**src/rtl/store_commit_buffer_pkg.sv**
```systemverilog
// Shared types for the d_tile store commit buffer: FSM states, the buffered
// store entry layout and the default geometry.
package store_commit_buffer_pkg;

    localparam int SCB_DEPTH  = 32;
    localparam int SCB_ADDR_W = 32;
    localparam int SCB_DATA_W = 64;
    localparam int SCB_LSID_W = 5;

    typedef logic [SCB_DATA_W-1:0] reg_data_t;

    typedef enum logic [1:0] {
        COLLECT = 2'd0,
        DRAIN   = 2'd1,
        DONE    = 2'd2
    } scb_state_t;

    typedef struct packed {
        logic [SCB_ADDR_W-1:0] addr;
        reg_data_t             data;
        logic [SCB_LSID_W-1:0] lsid;
    } scb_entry_t;

endpackage

```
**src/rtl/store_commit_buffer_fwd_match.sv**
```systemverilog
// Store-to-load forwarding search over the live entries of the commit buffer.
// Only instantiated when TRIPS_STORE_FWD_EN is defined.
module scb_fwd_match
    import store_commit_buffer_pkg::*;
#(
    parameter int DEPTH  = SCB_DEPTH,
    parameter int ADDR_W = SCB_ADDR_W,
    parameter int DATA_W = SCB_DATA_W
) (
    input  logic [DEPTH-1:0][ADDR_W-1:0] entry_addr_i,
    input  logic [DEPTH-1:0][DATA_W-1:0] entry_data_i,
    input  logic [$clog2(DEPTH)-1:0]     head_i,
    input  logic [$clog2(DEPTH):0]       count_i,
    input  logic [ADDR_W-1:0]            fwd_addr_i,
    output logic                         fwd_hit_o,
    output logic [DATA_W-1:0]            fwd_data_o
);

    localparam int PTR_W = $clog2(DEPTH);
    localparam int CNT_W = PTR_W + 1;

    // Walk live entries oldest to youngest; the last match seen is the youngest
    always_comb begin
        fwd_hit_o  = 1'b0;
        fwd_data_o = '0;
        for (int i = 0; i < DEPTH; i++) begin
            if ((CNT_W'(i) < count_i) &&
                (entry_addr_i[head_i + PTR_W'(i)] == fwd_addr_i)) begin
                fwd_hit_o  = 1'b1;
                fwd_data_o = entry_data_i[head_i + PTR_W'(i)];
            end
        end
    end

endmodule

```
**src/rtl/store_commit_buffer.sv**
```systemverilog
// Store commit buffer: holds retired stores of the current block until it
// commits, then drains them in order to the D-cache write port.
// Optional store forwarding search is enabled with TRIPS_STORE_FWD_EN.
//
//  state   | meaning
//  --------+---------------------------------------------------------
//  COLLECT | accepting retired ops; flush/commit pulses act here
//  DRAIN   | writing held stores to the D-cache, one per handshake
//  DONE    | all stores written; clear load count, pulse commit_done
module store_commit_buffer
    import store_commit_buffer_pkg::*;
#(
    parameter int DEPTH  = SCB_DEPTH,
    parameter int ADDR_W = SCB_ADDR_W,
    parameter int DATA_W = SCB_DATA_W
) (
    input  logic                        clk,
    input  logic                        rst_n,
    input  logic                        ret_valid,
    input  logic                        ret_is_load,
    input  logic [SCB_LSID_W-1:0]       ret_lsid,
    input  logic [ADDR_W-1:0]           ret_addr,
    input  logic [DATA_W-1:0]           ret_data,
    output logic                        ret_ready,
    input  logic                        block_commit,
    input  logic                        block_flush,
    output logic                        mem_wvalid,
    input  logic                        mem_wready,
    output logic [ADDR_W-1:0]           mem_waddr,
    output logic [DATA_W-1:0]           mem_wdata,
    output logic                        commit_done,
    output logic [$clog2(DEPTH):0]      store_count,
    output logic [$clog2(DEPTH):0]      load_count
`ifdef TRIPS_STORE_FWD_EN
    ,
    input  logic [ADDR_W-1:0]           fwd_addr,
    output logic                        fwd_hit,
    output logic [DATA_W-1:0]           fwd_data
`endif
);

    localparam int PTR_W = $clog2(DEPTH);
    localparam int CNT_W = PTR_W + 1;
    localparam logic [CNT_W-1:0] FULL_CNT = CNT_W'(DEPTH);

    scb_state_t        state_q, state_d;
    logic [PTR_W-1:0]  head_q, head_d;
    logic [PTR_W-1:0]  tail_q, tail_d;
    logic [CNT_W-1:0]  count_q, count_d;
    logic [CNT_W-1:0]  load_cnt_q, load_cnt_d;
    logic              wvalid_q, wvalid_d;
    logic [ADDR_W-1:0] waddr_q, waddr_d;
    logic [DATA_W-1:0] wdata_q, wdata_d;
    logic              done_q, done_d;
    logic              st_wr;
    logic              accept;

    scb_entry_t        entry_q [DEPTH];

    assign ret_ready   = (state_q == COLLECT) && (count_q != FULL_CNT);
    assign accept      = ret_valid && ret_ready;
    assign mem_wvalid  = wvalid_q;
    assign mem_waddr   = waddr_q;
    assign mem_wdata   = wdata_q;
    assign commit_done = done_q;
    assign store_count = count_q;
    assign load_count  = load_cnt_q;

    // Entry lsid is kept for debug visibility only; nothing downstream consumes it
    logic unused_lsid;
    assign unused_lsid = ^entry_q[head_q].lsid;

    // Next-state and datapath control for collect / drain / done sequencing
    always_comb begin
        state_d    = state_q;
        head_d     = head_q;
        tail_d     = tail_q;
        count_d    = count_q;
        load_cnt_d = load_cnt_q;
        wvalid_d   = wvalid_q;
        waddr_d    = waddr_q;
        wdata_d    = wdata_q;
        done_d     = (state_q == DONE);
        st_wr      = 1'b0;

        unique case (state_q)
            COLLECT: begin
                if (block_flush) begin
                    // Squash wins over a simultaneous commit and over any op retiring now
                    head_d     = '0;
                    tail_d     = '0;
                    count_d    = '0;
                    load_cnt_d = '0;
                end else begin
                    if (accept) begin
                        if (ret_is_load) begin
                            if (load_cnt_q != FULL_CNT) begin
                                load_cnt_d = load_cnt_q + 1'b1;
                            end
                        end else begin
                            st_wr   = 1'b1;
                            tail_d  = tail_q + 1'b1;
                            count_d = count_q + 1'b1;
                        end
                    end
                    // count_d includes a store retiring alongside the commit
                    if (block_commit) begin
                        state_d = (count_d == '0) ? DONE : DRAIN;
                    end
                end
            end
            DRAIN: begin
                if (count_q == '0) begin
                    wvalid_d = 1'b0;
                    state_d  = DONE;
                end else if (!wvalid_q) begin
                    wvalid_d = 1'b1;
                    waddr_d  = entry_q[head_q].addr;
                    wdata_d  = entry_q[head_q].data;
                end else if (mem_wready) begin
                    head_d  = head_q + 1'b1;
                    count_d = count_q - 1'b1;
                    if (count_q == CNT_W'(1)) begin
                        wvalid_d = 1'b0;
                        state_d  = DONE;
                    end else begin
                        waddr_d = entry_q[head_d].addr;
                        wdata_d = entry_q[head_d].data;
                    end
                end
            end
            DONE: begin
                load_cnt_d = '0;
                state_d    = COLLECT;
            end
            default: begin
                state_d = COLLECT;
            end
        endcase
    end

    // Control and output registers; cleared asynchronously, abandoning any drain
    always_ff @(posedge clk or negedge rst_n) begin
        if (!rst_n) begin
            state_q    <= COLLECT;
            head_q     <= '0;
            tail_q     <= '0;
            count_q    <= '0;
            load_cnt_q <= '0;
            wvalid_q   <= 1'b0;
            waddr_q    <= '0;
            wdata_q    <= '0;
            done_q     <= 1'b0;
        end else begin
            state_q    <= state_d;
            head_q     <= head_d;
            tail_q     <= tail_d;
            count_q    <= count_d;
            load_cnt_q <= load_cnt_d;
            wvalid_q   <= wvalid_d;
            waddr_q    <= waddr_d;
            wdata_q    <= wdata_d;
            done_q     <= done_d;
        end
    end

    // Entry storage is not reset; only entries between head and tail are meaningful
    always_ff @(posedge clk) begin
        if (st_wr) begin
            entry_q[tail_q] <= '{addr: ret_addr, data: ret_data, lsid: ret_lsid};
        end
    end

`ifdef TRIPS_STORE_FWD_EN
    logic [DEPTH-1:0][ADDR_W-1:0] ent_addr;
    logic [DEPTH-1:0][DATA_W-1:0] ent_data;

    // Flatten entry storage for the forwarding search
    always_comb begin
        for (int i = 0; i < DEPTH; i++) begin
            ent_addr[i] = entry_q[i].addr;
            ent_data[i] = entry_q[i].data;
        end
    end

    scb_fwd_match #(
        .DEPTH  (DEPTH),
        .ADDR_W (ADDR_W),
        .DATA_W (DATA_W)
    ) u_fwd_match (
        .entry_addr_i (ent_addr),
        .entry_data_i (ent_data),
        .head_i       (head_q),
        .count_i      (count_q),
        .fwd_addr_i   (fwd_addr),
        .fwd_hit_o    (fwd_hit),
        .fwd_data_o   (fwd_data)
    );
`endif

`ifndef SYNTHESIS
    logic [SCB_LSID_W-1:0] last_lsid_q;
    logic                  have_lsid_q;

    // Remember the last accepted store lsid of the current block for the order check
    always_ff @(posedge clk or negedge rst_n) begin
        if (!rst_n) begin
            have_lsid_q <= 1'b0;
            last_lsid_q <= '0;
        end else if ((block_flush && state_q == COLLECT) || state_q == DONE) begin
            have_lsid_q <= 1'b0;
        end else if (accept && !ret_is_load) begin
            have_lsid_q <= 1'b1;
            last_lsid_q <= ret_lsid;
        end
    end

    a_no_drop: assert property (@(posedge clk) disable iff (!rst_n)
        ret_valid |-> ret_ready);

    a_lsid_order: assert property (@(posedge clk) disable iff (!rst_n)
        (accept && !ret_is_load && !block_flush && have_lsid_q) |-> (ret_lsid > last_lsid_q));

    a_no_pulse_in_drain: assert property (@(posedge clk) disable iff (!rst_n)
        (state_q == DRAIN) |-> !(block_commit || block_flush));
`endif

endmodule

```
**config.mk**
```make
export PLATFORM = sky130hd
export DESIGN_NAME = store_commit_buffer
export DESIGN_NICKNAME = d
export VERILOG_FILES = /design/src/rtl/store_commit_buffer_pkg.sv /design/src/rtl/store_commit_buffer_fwd_match.sv /design/src/rtl/store_commit_buffer.sv
export SDC_FILE = /design/constraint.sdc
export NUM_CORES = 2
export LEC_CHECK = 0
export CORE_MARGIN = 1.5
export CORE_UTILIZATION = 38
export CTS_BUF_LIST = sky130_fd_sc_hd__clkbuf_4 sky130_fd_sc_hd__clkbuf_8
export DETAILED_ROUTE_END_ITERATION = 10
export SETUP_SLACK_MARGIN = 0.1
export SLEW_MARGIN = 0
export SYNTH_ARGS = -nofsm -noshare
export SYNTH_HDL_FRONTEND = slang
export SYNTH_HIERARCHICAL = 1
export SYNTH_SLANG_ARGS = --single-unit
```
**constraint.sdc**
```tcl
create_clock -name clk -period 13.6 [get_ports clk]
set_input_delay 2.72 -clock clk [delete_from_list [all_inputs] [get_ports clk]]
set_output_delay 2.72 -clock clk [all_outputs]
set_load 0.02 [all_outputs]
```
Word level (Yosys, flattened, before mapping)
Memory sizes are Yosys's and may differ from the RTL's.
Cells that the tools add are included.
- bits in registers: 122
- bits in latches: 0
- RAM bits: 3232
- memory bits (read-only): 0
- input bits: 108
- output and inout bits: 111
- memories kept: 1
- memories (memory ; words ; width ; rd ports ; clocked after memory_dff ; wr ports ; RTL line ; source):
    entry_q ; 32 ; 101 ; 2 ; 0 ; 1 ; store_commit_buffer.sv:58 ; scb_entry_t entry_q [DEPTH];
- $add $sub $neg: 5
- multipliers: 0
- divide/modulo/power cells: 0
- magnitude comparators: 0
- equal/unequal tests: 20
- shift operators: 0
- mux-type cells: 46
- bitwise operators: 1
- reductions and logical operators: 14
- operators with widths (cell ; number):
    $mux W64 ; 3
    $mux W32 ; 3
    $mux W6 ; 12
    $mux W5 ; 7
    $pmux W6 S2 ; 2
    $ne A2 B2 Y1 const B ; 8
    $ne A3 B3 Y1 const B ; 5
    $mux W2 ; 7
    $add A6 B1 Y6 const B ; 2
    $logic_not A6 Y1 ; 2
    $ne A6 B6 Y1 const B ; 2
    $reduce_and A4 Y1 ; 3
    $add A5 B1 Y5 const B ; 2
    $mux W1 ; 10
    $pmux W5 S2 ; 1
    $reduce_and A5 Y1 ; 2
    $eq A6 B1 Y1 const B ; 1
    $reduce_bool A2 Y1 ; 3
    $sub A6 B1 Y6 const B ; 1
    $pmux W2 S2 ; 1
    $ne A3 B2 Y1 const B ; 1
    $reduce_and A3 Y1 ; 1
    $eq A2 B1 Y1 const B ; 1
    $eq A2 B2 Y1 const B ; 1
    other kinds (4) ; 5

Logic depth before layout (Yosys ltp)
- depth after elaboration: 11
- mapped depth: 12

Worst setup path after synthesis
No wires, ideal clock.
- kind: input port to flip-flop
- start point: input block_flush
- end point: memory entry_q[28][100] (netlist bit) (enable)
- setup time: 0.552 ns
- arrival: 7.811 ns
- data required time: 13.048 ns
- setup slack: 5.237 ns
- cell stages on the path: 4
- cell sequence: or3_1 nor3_1 nand2_1 nor2_1
- longest elaborated chain between the ends: 4
- ends and longest elaborated chain (what ; RTL line ; source):
    start: declaration ; store_commit_buffer.sv:26 ; input logic block_flush,
    $mux W1 ; store_commit_buffer.sv:88 ; if (block_flush) begin
    $mux W1 ; store_commit_buffer.sv:86 ; unique case (state_q)
    $mux W1 ; store_commit_buffer.sv:169 ; if (st_wr) begin
    $mux W1 (implied by the code) ; store_commit_buffer.sv:170 ; entry_q[tail_q] <= '{addr: ret_addr, data: ret_data, lsid: ret_lsid};
    end: declaration ; store_commit_buffer.sv:58 ;
No other way between the ends.

Final worst setup path
- start point: input block_flush
- end point: memory entry_q[31][23] (netlist bit) (enable)
Same word-level chain as after synthesis.

==> results.json <==
{
  "outcome": "complete, no violations",
  "crit_top_cell": "buf_4",
  "numCtsBuffers": 559,
  "final_util_pct": 43.1,
  "rr_endpoint": "mem_wdata[20]",
  "pin_count": 219,
  "drt_first_pass_iters": 6,
  "cts_setup_buffers": 0,
  "rrSetupSlack_ps": 6530,
  "yosys.area.top_type": "edfxtp_1",
  "grt_max_degree": 137,
  "netlist_area_um2": 146000,
  "synth_fp_nets": 6760,
  "async_flop_share_pct": 3.82,
  "vias_per_cell": 6.27,
  "synth.avg_cell_area_um2": 21.9,
  "hold_violations": 0,
  "portBuffers": 213,
  "grt_pass1_wl_mm": 613,
  "p_per_area_nw_per_um2": 163,
  "grt_remaining_overflow": 0,
  "cts_resized": 0,
  "p_total_mw": 26.9,
  "gp_congestion": 0.778,
  "areaGrowthSynthToFinish_pct": 13.0,
  "skew_ps": 75.7,
  "finalCriticalPeriod_ps": 7280,
  "seq_area_frac_synth_pct": 65.5,
  "synthTopCellsByArea": "edfxtp_1 (63%), mux4_2 (28%), dfrtp_1 (2.1%)",
  "ys.flop_type": "edfxtp_1",
  "crit_cells": 7,
  "setup_violations": 0,
  "synth_edf_count": 3072,
  "die_x_um": 622,
  "grt_antenna_before_repair": 49,
  "grt_pass1_vias": 81700,
  "slowest_delay_ps": 910,
  "crit_chain": "clkdlybuf4s50_1 > or3_1 > nor3_1 > nand2_1 > nor2_4 > buf_4 > buf_4",
  "wl_per_cell_um": 34.3,
  "clock.fmax_mhz": 137,
  "final_area_um2": 164000,
  "placed_cell_area_um2": 153000,
  "ir_worst_vdd_mv": 0.143,
  "rr_worst_depth": 10,
  "die_y_um": 622,
  "tightest_slew_ps": 1360,
  "cp-endpoint": "entry_q[31][23]",
  "ant_nets": 0,
  "p_leak_nw": 48.9,
  "hold_class": "reg2reg",
  "rsz0062_at_grt": "no",
  "vias": 78700,
  "cp.required_ps": 14370,
  "grt.total_usage_pct": 22.0,
  "yosysUniqueCellTypes": 66,
  "worstSetupPathType": "in2reg",
  "yosysWarnings": 6,
  "worstSetupEndpointType": "flip-flop",
  "start_util_pct": 38.1,
  "finalSetupTns_ps": 0,
  "clkSlewWorstSetupHoldPaths_ps": 60,
  "hold_slack_ps": 526,
  "crit_path_start_kind": "primary input",
  "arrival_ps": 8060,
  "dp_hpwl_mm": 219,
  "crit_slowest_cell": "buf_4",
  "remaining_drc_errors": 0,
  "core_um2": 382000,
  "drive_gt1_share_pct": 39.5,
  "row_count": 227,
  "crit_buf_inv": 3,
  "drt-initial-drc-count": 9580,
  "cts_buffer_depth": 4,
  "insertion_delay_ps": 1200,
  "slew_headroom_pct": 9.20,
  "cts.sinks": 3194,
  "startpoint": "block_flush",
  "nets": 7171,
  "crit_path_max_fanout": 33,
  "ctsHoldBuffers": 0,
  "whs_path_depth": 2,
  "cts_max_level": 6,
  "min_period_over_period_pct": 53.5,
  "wl_mm": 431,
  "cts_tree": "done",
  "synthCells": 6642,
  "finalMaxSlewViolations": 0,
  "cp_top_family": "simple AND/OR/NAND/NOR gates",
  "synth-seq-cells": 3194,
  "cts_root_buffer": "clkbuf_8",
  "r2r-start": "head_q[0]",
  "cap_violations": 0,
  "synth_top_area_share_pct": 63.4,
  "dieArea_um2": 387000
}
[cells by family after synthesis]
family                   synth area share, %
AO/OA/AOI/OAI                           2.11
buffers and inverters                   1.77
multiplexers                            29.0
XOR/XNOR                              0.0911
flip-flops                              65.5
AND/OR/NAND/NOR                         1.47
adder cells (fa/ha/maj)               0.0860
[synth_stat cells (all sizes together) (29+ instances only)]
cell type	count
nor2	73
edfxtp	3072
mux2i	109
o21ai	118
o22a	69
mux4	1822
clkbuf	179
a31oi	80
a21oi	41
buf	344
dfrtp	122
a22oi	31
a32oi	48
nand3	29
nand2	326
[layer usage]
| layer | wire length (µm) | track usage (%) | up-vias | part of all wire, % |
|---|---|---|---|---|
| li1 | - | - | 30400 | - |
| met1 | 172000 | 30.3 | 43300 | 40 |
| met2 | 209000 | 35.5 | 4211 | 49 |
| met3 | 38000 | 4.45 | 751 | 8.8 |
| met4 | 11800 | 6.39 | 30 | 2.7 |
| met5 | 188 | 0 | - | 0.044 |
[flip-flops by register name (all words and copies together), names as in the netlist]
| register | flops |
|---|---|
| load_count | 6 |
| state_q | 2 |
| mem_wdata | 64 |
| mem_wvalid | 1 |
| entry_q | 3072 |
| mem_waddr | 32 |
| tail_q | 5 |
| store_count | 6 |
| commit_done | 1 |
| head_q | 5 |
[worst min path at each step]
| stage | start | end |
|---|---|---|
| 2_1_floorplan | tail_q[1] | tail_q[1] |
| 5_1_grt | mem_waddr[26] | mem_waddr[26] |
| 3_5_place_dp | mem_waddr[26] | mem_waddr[26] |
| 4_1_cts | mem_waddr[26] | mem_waddr[26] |
| 3_3_place_gp | mem_wdata[29] | mem_wdata[29] |
| 6_report | mem_wdata[50] | mem_wdata[50] |
[worst reg2reg max path, cell delays in order, from the launching register on]
cell and delay [ps]:
dfrtp_4 810, buf_4 770, buf_4 960, buf_4 990
buf_4 900, buf_4 1010, mux4_2 670, mux4_2 500
o22a_1 180, o21ai_0 70, a31oi_1 60
[cell usage in the layout (no fill, tap or decap), types with 11 or more instances in the layout]
cell type        count
buf_4              128
buf_12              32
clkinvlp_4          12
mux4_2            1822
inv_6               11
a22oi_1             31
a21oi_1             40
nor2_4              33
clkinv_1            97
mux2i_1            109
clkbuf_8           588
nor3_1              19
diode_2             14
a211oi_1            11
o21ai_0            115
a32oi_1             48
nand4_1             11
nand3_1             29
o22a_1              69
clkbuf_4           215
dfrtp_1            118
inv_8               11
edfxtp_1          3072
nor2_1              39
nand2_1            323
clkdlybuf4s50_1    212
clkinv_2            45
o22ai_1             11
a31oi_1             80
[through the flow]
step / instances / setup slack (ps)
2_1_floorplan: 6642 / 5240
3_3_place_gp: 11500 / 5230
3_5_place_dp: 11500 / 5090
4_1_cts: 12500 / 6350
5_1_grt: 12500 / 5980
6_report: 12500 / 6320
[where the power goes]
group	internal [mW]	switching, mW	total (mW)
registers	11.0	0.322	11.3
clock network	4.72	4.07	8.79
logic	3.48	3.29	6.77
total	19.2	7.68	26.9
[layout make-up]
class / instances / area (µm²)
Multi-Input combinational cell: 2914 / 48000
Inverter: 11 / 48.8
Antenna cell: 14 / 35.0
Clock buffer: 803 / 9710
Tap cell: 5038 / 6300
Timing Repair Buffer: 373 / 3740
Clock inverter: 197 / 1320
Fill cell: 32600 / 217000
Sequential cell: 3194 / 95300
(Power assumes the default switching activity.)
